`src/rtl/rename_reg_file.sv`:
```
// Floating-point register file with per-register rename status (pending flag + producing ROB tag).
// Commit always writes data; dispatch and flush arbitrate the status bits; pend_cnt is registered.
module rename_reg_file #(
    parameter int DATA_W  = 32,
    parameter int NREG    = 32,
    parameter int ROB_W   = 4,
    parameter int NRD     = 4,
    parameter int NDISP   = 2,
    parameter int NWB     = 2,
    parameter int ZERO_R0 = 1,
    parameter int BYPASS  = 1,
    localparam int AW     = $clog2(NREG),
    localparam int CW     = $clog2(NREG + 1)
) (
    input  logic                    clk,
    input  logic                    rst_n,
    input  logic [NRD*AW-1:0]       rd_addr,
    output logic [NRD*DATA_W-1:0]   rd_data,
    output logic [NRD-1:0]          rd_avail,
    output logic [NRD*ROB_W-1:0]    rd_tag,
    input  logic [NDISP-1:0]        disp_en,
    input  logic [NDISP*AW-1:0]     disp_addr,
    input  logic [NDISP*ROB_W-1:0]  disp_tag,
    input  logic [NWB-1:0]          wb_en,
    input  logic [NWB*AW-1:0]       wb_addr,
    input  logic [NWB*ROB_W-1:0]    wb_tag,
    input  logic [NWB*DATA_W-1:0]   wb_data,
    input  logic                    flush,
    output logic [CW-1:0]           pend_cnt
);

    logic [DATA_W-1:0] data_q [NREG];
    logic [DATA_W-1:0] data_d [NREG];
    logic [ROB_W-1:0]  tag_q  [NREG];
    logic [ROB_W-1:0]  tag_d  [NREG];
    logic [NREG-1:0]   pend_q, pend_d;
    logic [CW-1:0]     pend_cnt_q, pend_cnt_d;

    // Out-of-range addresses and (optionally) r0 are inert for every access.
    function automatic logic addr_ok(input logic [AW-1:0] a);
        logic ok;
        ok = ({1'b0, a} < (AW+1)'(NREG));
        if (ZERO_R0 != 0 && a == '0) ok = 1'b0;
        return ok;
    endfunction

    always_comb begin
        logic [NREG-1:0] clr;
        logic [AW-1:0]   wa;
        logic [AW-1:0]   da;
        clr    = '0;
        wa     = '0;
        da     = '0;
        data_d = data_q;
        pend_d = pend_q;
        tag_d  = tag_q;
        // Ascending order lets the youngest commit's data land last.
        for (int j = 0; j < NWB; j++) begin
            wa = wb_addr[j*AW +: AW];
            if (wb_en[j] && addr_ok(wa)) begin
                data_d[wa] = wb_data[j*DATA_W +: DATA_W];
                if (pend_q[wa] && wb_tag[j*ROB_W +: ROB_W] == tag_q[wa]) clr[wa] = 1'b1;
            end
        end
        for (int r = 0; r < NREG; r++) begin
            if (clr[r]) begin
                pend_d[r] = 1'b0;
                tag_d[r]  = '0;
            end
        end
        if (flush) begin
            pend_d = '0;
            for (int r = 0; r < NREG; r++) tag_d[r] = '0;
        end else begin
            // Applied after the clear so a new producer outranks a retiring one.
            for (int i = 0; i < NDISP; i++) begin
                da = disp_addr[i*AW +: AW];
                if (disp_en[i] && addr_ok(da)) begin
                    pend_d[da] = 1'b1;
                    tag_d[da]  = disp_tag[i*ROB_W +: ROB_W];
                end
            end
        end
        pend_cnt_d = '0;
        for (int r = 0; r < NREG; r++) pend_cnt_d = pend_cnt_d + CW'(pend_d[r]);
    end

    always_ff @(posedge clk or negedge rst_n) begin
        if (!rst_n) begin
            data_q     <= '{default: '0};
            tag_q      <= '{default: '0};
            pend_q     <= '0;
            pend_cnt_q <= '0;
        end else begin
            data_q     <= data_d;
            tag_q      <= tag_d;
            pend_q     <= pend_d;
            pend_cnt_q <= pend_cnt_d;
        end
    end

    assign pend_cnt = pend_cnt_q;

    always_comb begin
        logic [AW-1:0]     ra;
        logic [DATA_W-1:0] dat;
        logic              avail;
        logic [ROB_W-1:0]  tg;
        rd_data  = '0;
        rd_avail = '0;
        rd_tag   = '0;
        ra       = '0;
        dat      = '0;
        avail    = 1'b1;
        tg       = '0;
        for (int k = 0; k < NRD; k++) begin
            ra    = rd_addr[k*AW +: AW];
            dat   = '0;
            avail = 1'b1;
            tg    = '0;
            if (addr_ok(ra)) begin
                dat   = data_q[ra];
                avail = !pend_q[ra];
                tg    = pend_q[ra] ? tag_q[ra] : '0;
                if (BYPASS != 0) begin
                    for (int j = 0; j < NWB; j++) begin
                        if (wb_en[j] && wb_addr[j*AW +: AW] == ra) begin
                            dat = wb_data[j*DATA_W +: DATA_W];
                            if (pend_q[ra] && wb_tag[j*ROB_W +: ROB_W] == tag_q[ra]) begin
                                avail = 1'b1;
                                tg    = '0;
                            end
                        end
                    end
                end
            end
            rd_data[k*DATA_W +: DATA_W] = dat;
            rd_avail[k]                 = avail;
            rd_tag[k*ROB_W +: ROB_W]    = tg;
        end
    end

endmodule
```
`config.mk`:
```
export PLATFORM = sky130hd
export DESIGN_NAME = rename_reg_file
export DESIGN_NICKNAME = d
export VERILOG_FILES = /design/src/rtl/rename_reg_file.sv
export SDC_FILE = /design/constraint.sdc
export NUM_CORES = 2
export LEC_CHECK = 0
export BUFFER_PORTS_ARGS = -buffer_cell sky130_fd_sc_hd__buf_2
export CAP_MARGIN = 15
export CORE_ASPECT_RATIO = 1.5
export CORE_MARGIN = 3
export CORE_UTILIZATION = 55
export CTS_BUF_LIST = sky130_fd_sc_hd__clkbuf_16
export DETAILED_ROUTE_END_ITERATION = 8
export PLACE_DENSITY = 0.71
export SYNTH_ARGS = -nofsm -noshare
export SYNTH_HDL_FRONTEND = slang
export SYNTH_SLANG_ARGS = --single-unit
export TNS_END_PERCENT = 30
```
`constraint.sdc`:
```
create_clock -name clk -period 9.5 [get_ports clk]
set_input_delay 0.95 -clock clk [delete_from_list [all_inputs] [get_ports clk]]
set_output_delay 0.95 -clock clk [all_outputs]
set_load 0.05 [all_outputs]
```
==> impl_metrics.ini <==
[run_status]
status = finished, final reports clean

[power_and_ir_drop]
p_leak_uw = 0.0439
p_per_area_nw_per_um2 = 191
power_frac_comb_pct = 35.9
p_int_uw = 13000
power_uw = 20600
p_seq_share_pct = 37.1
switchingPower_uw = 7570
p_clk_share_pct = 27.0
irDropWorstVdd_mv = 0.175
switching_share_pct = 36.8

[sta]
fin_crit_ns = 7.97
max_slew.worst_pin.slew_ns = 1.31
setup_ws_ns = 1.53
fin_worst_skew_ns = 0.0495
rsz0062_at_grt = false
fin_tns_setup_ns = 0
final_hold_viol_count = 0
relSlewSlack_pct = 10.0
fin_crit_sh_pct = 83.9
drv_slew = 0
max_freq_mhz = 125
final-setup-viol-count = 0
whs_ns = 0.0726

[setup_path]
cp_max_fo = 17
critPathKind = in2reg
arrival_ns = 8.73
critPathLaunchType = input port
cp-end-kind = flip-flop
required_ns = 10.25

[clock_tree]
cts_tree = yes
root_buffer = clkbuf_16
cts_buffer_depth = 4
clkSinkCount = 1190
cts_setup_buffers = 0
worstSkewPairLatency_ns = 0.85
cts_resized = 0
clk_pin_slew_worst_paths_ns = 0.07
htreeDepth = 4
cts_made_buffers = 139
holdBufCountCts = 0

[placement]
gp_congestion = 1.07
post-place-ws_ns = 0.832
numPortBuffers = 280
dpl_cell_area_sq_um = 103000
dp_hpwl_microns = 283000

[layout]
final_cell_mix = mux4_2 (1426), dfrtp_1 (1190), mux2i_1 (1118), nor2_1 (941), nand2_1 (826)
final_common_cell = mux4_2
drive_gt1_share_pct = 26.8
design_area_sq_um = 108000
fin_nets = 8857
areaGrowthSynthToFinish_pct = 7.20

[detailed_routing]
num_vias = 90600
dr.pass1.iters = 7
drt-total-wl_microns = 474000
drt-initial-drc-count = 14700
drcViolationCount = 0
ant_nets = 0
avgRoutedWirePerCell_microns = 42.2
viasPerCell = 8.07

[yosys]
yosys.area.top_type_share_pct = 32.0
synth_cells = 9191
synth_edf_count = 0
synthFlopType = dfrtp_1
syn_nets = 9349
ys_seq_area_share_pct = 29.6
async_flop_share_pct = 100
ys_ff_latch = 1190
avgSynthCellArea_sq_um = 10.9
yosysTopAreaCell = mux4_2
yosysWarnings = 0
netlist_area_sq_um = 101000
synth_cell_type_count = 64
synth_area_leaders = mux4_2 (32%), dfrtp_1 (30%), mux2i_1 (11%)

[die]
start_util_pct = 55.5
die_w_microns = 355
die_h_microns = 530
ios = 281
dieArea_sq_um = 188000
rows = 191
coreArea_sq_um = 181000

[run]
cap_violations = 0

[global_route]
grt_pass1_wl_microns = 666000
grt_overflow = 0
grt_pass1_vias = 88700
grt_max_degree = 170
antenna_found_initial = 32
track_usage_pct = 50.0

[min_path]
min_path_type = in2async
==> final timing paths <==
| kind | slack (ns) | startpoint | endpoint | cells after the start |
|---|---|---|---|---|
| worst max-delay path | 1.53 | wb_addr[0] | pend_cnt[4] | 26 |
| worst min-delay path | 0.07 | rst_n | data_q[469] | 1 |
| worst max register to register | 1.87 | pend_q[16] | pend_cnt[4] | 24 |
| worst min register to register | 0.44 | data_q[1013] | data_q[1013] | 0 |
| max in group asynchronous | 6.86 | rst_n | data_q[138] | 3 |
| min in group clk | 0.44 | data_q[1013] | data_q[1013] | 0 |
==> routing by layer <==
layer | share of wire [%] | GRT usage, %
met5 | 0.075 | 1.18
met1 | 30 | 57.5
met4 | 12 | 46.5
met2 | 42 | 70.3
met3 | 16 | 21.0
==> kinds of logic (layout without fill, tap and decap cells) <==
group	Yosys count	after routing	share of synthesized area, %
adders and majority gates	31	31	0.565
buffers and inverters	1236	839	4.94
AOI/OAI and AO/OA	1913	1913	11.8
DFF	1190	1190	29.6
and+or+nand+nor	2165	2165	8.90
xor gates and xnor gates	76	76	0.662
other	0	25	0
muxes	2580	2580	43.5
==> cells in the mapped netlist, types with 70 or more instances <==
master / n
a211oi_1: 148
a21oi_1: 614
a311oi_1: 70
a32oi_1: 128
buf_1: 173
buf_2: 178
clkbuf_1: 822
dfrtp_1: 1190
mux2i_1: 1118
mux4_2: 1426
nand2_1: 852
nand3_1: 104
nor2_1: 964
o21ai_0: 544
==> power groups by stage <==
stage               clock, uW  combinational [uW]  sequential (uW)
global route             5710                7730             7820
global placement            0                7040             7480
CTS                      5520                7230             7580
finish                   5560                7390             7650
floorplan                   0                5520             7200
detailed placement          0                7210             7650
==> worst max-delay path, stage by stage <==
cell,delay [ns]
buf_2,0.46
buf_4,0.36
mux4_2,0.54
nand3_1,0.09
and3_1,0.27
nor2b_1,0.07
mux4_2,0.59
nand3_2,0.11
buf_4,0.16
buf_12,0.12
o32ai_2,0.08
o31a_1,0.28
fa_1,0.58
fa_1,0.63
fa_1,0.55
inv_1,0.05
fa_1,0.50
fa_1,0.52
inv_1,0.05
fa_1,0.50
inv_1,0.05
ha_1,0.21
fa_1,0.46
a21o_1,0.20
a21oi_1,0.17
xnor2_1,0.14
==> metrics by stage <==
| step | std cells | utilization [%] |
|---|---|---|
| 2_1_floorplan | 9191 | - |
| 3_3_place_gp | 11000 | 57.0 |
| 3_5_place_dp | 11000 | 57.0 |
| 4_1_cts | 11200 | 59.4 |
| 5_1_grt | 11200 | 59.5 |
| 6_report | 11200 | 59.5 |
==> registers in the layout (all words and copies together), names as in the netlist <==
name,flops
data_q,1024
pend_cnt,6
pend_q,32
tag_q,128
==> final cells by class <==
| class | count | area, sq um |
|---|---|---|
| Inverter | 37 | 139 |
| Multi-Input combinational cell | 6765 | 66400 |
| Sequential cell | 1190 | 29800 |
| Fill cell | 14600 | 73400 |
| Clock buffer | 143 | 3580 |
| Tap cell | 2412 | 3020 |
| Antenna cell | 25 | 62.6 |
| Timing Repair Buffer | 566 | 3940 |
| Clock inverter | 93 | 836 |
No activity file was read; power rests on OpenSTA's default activity.
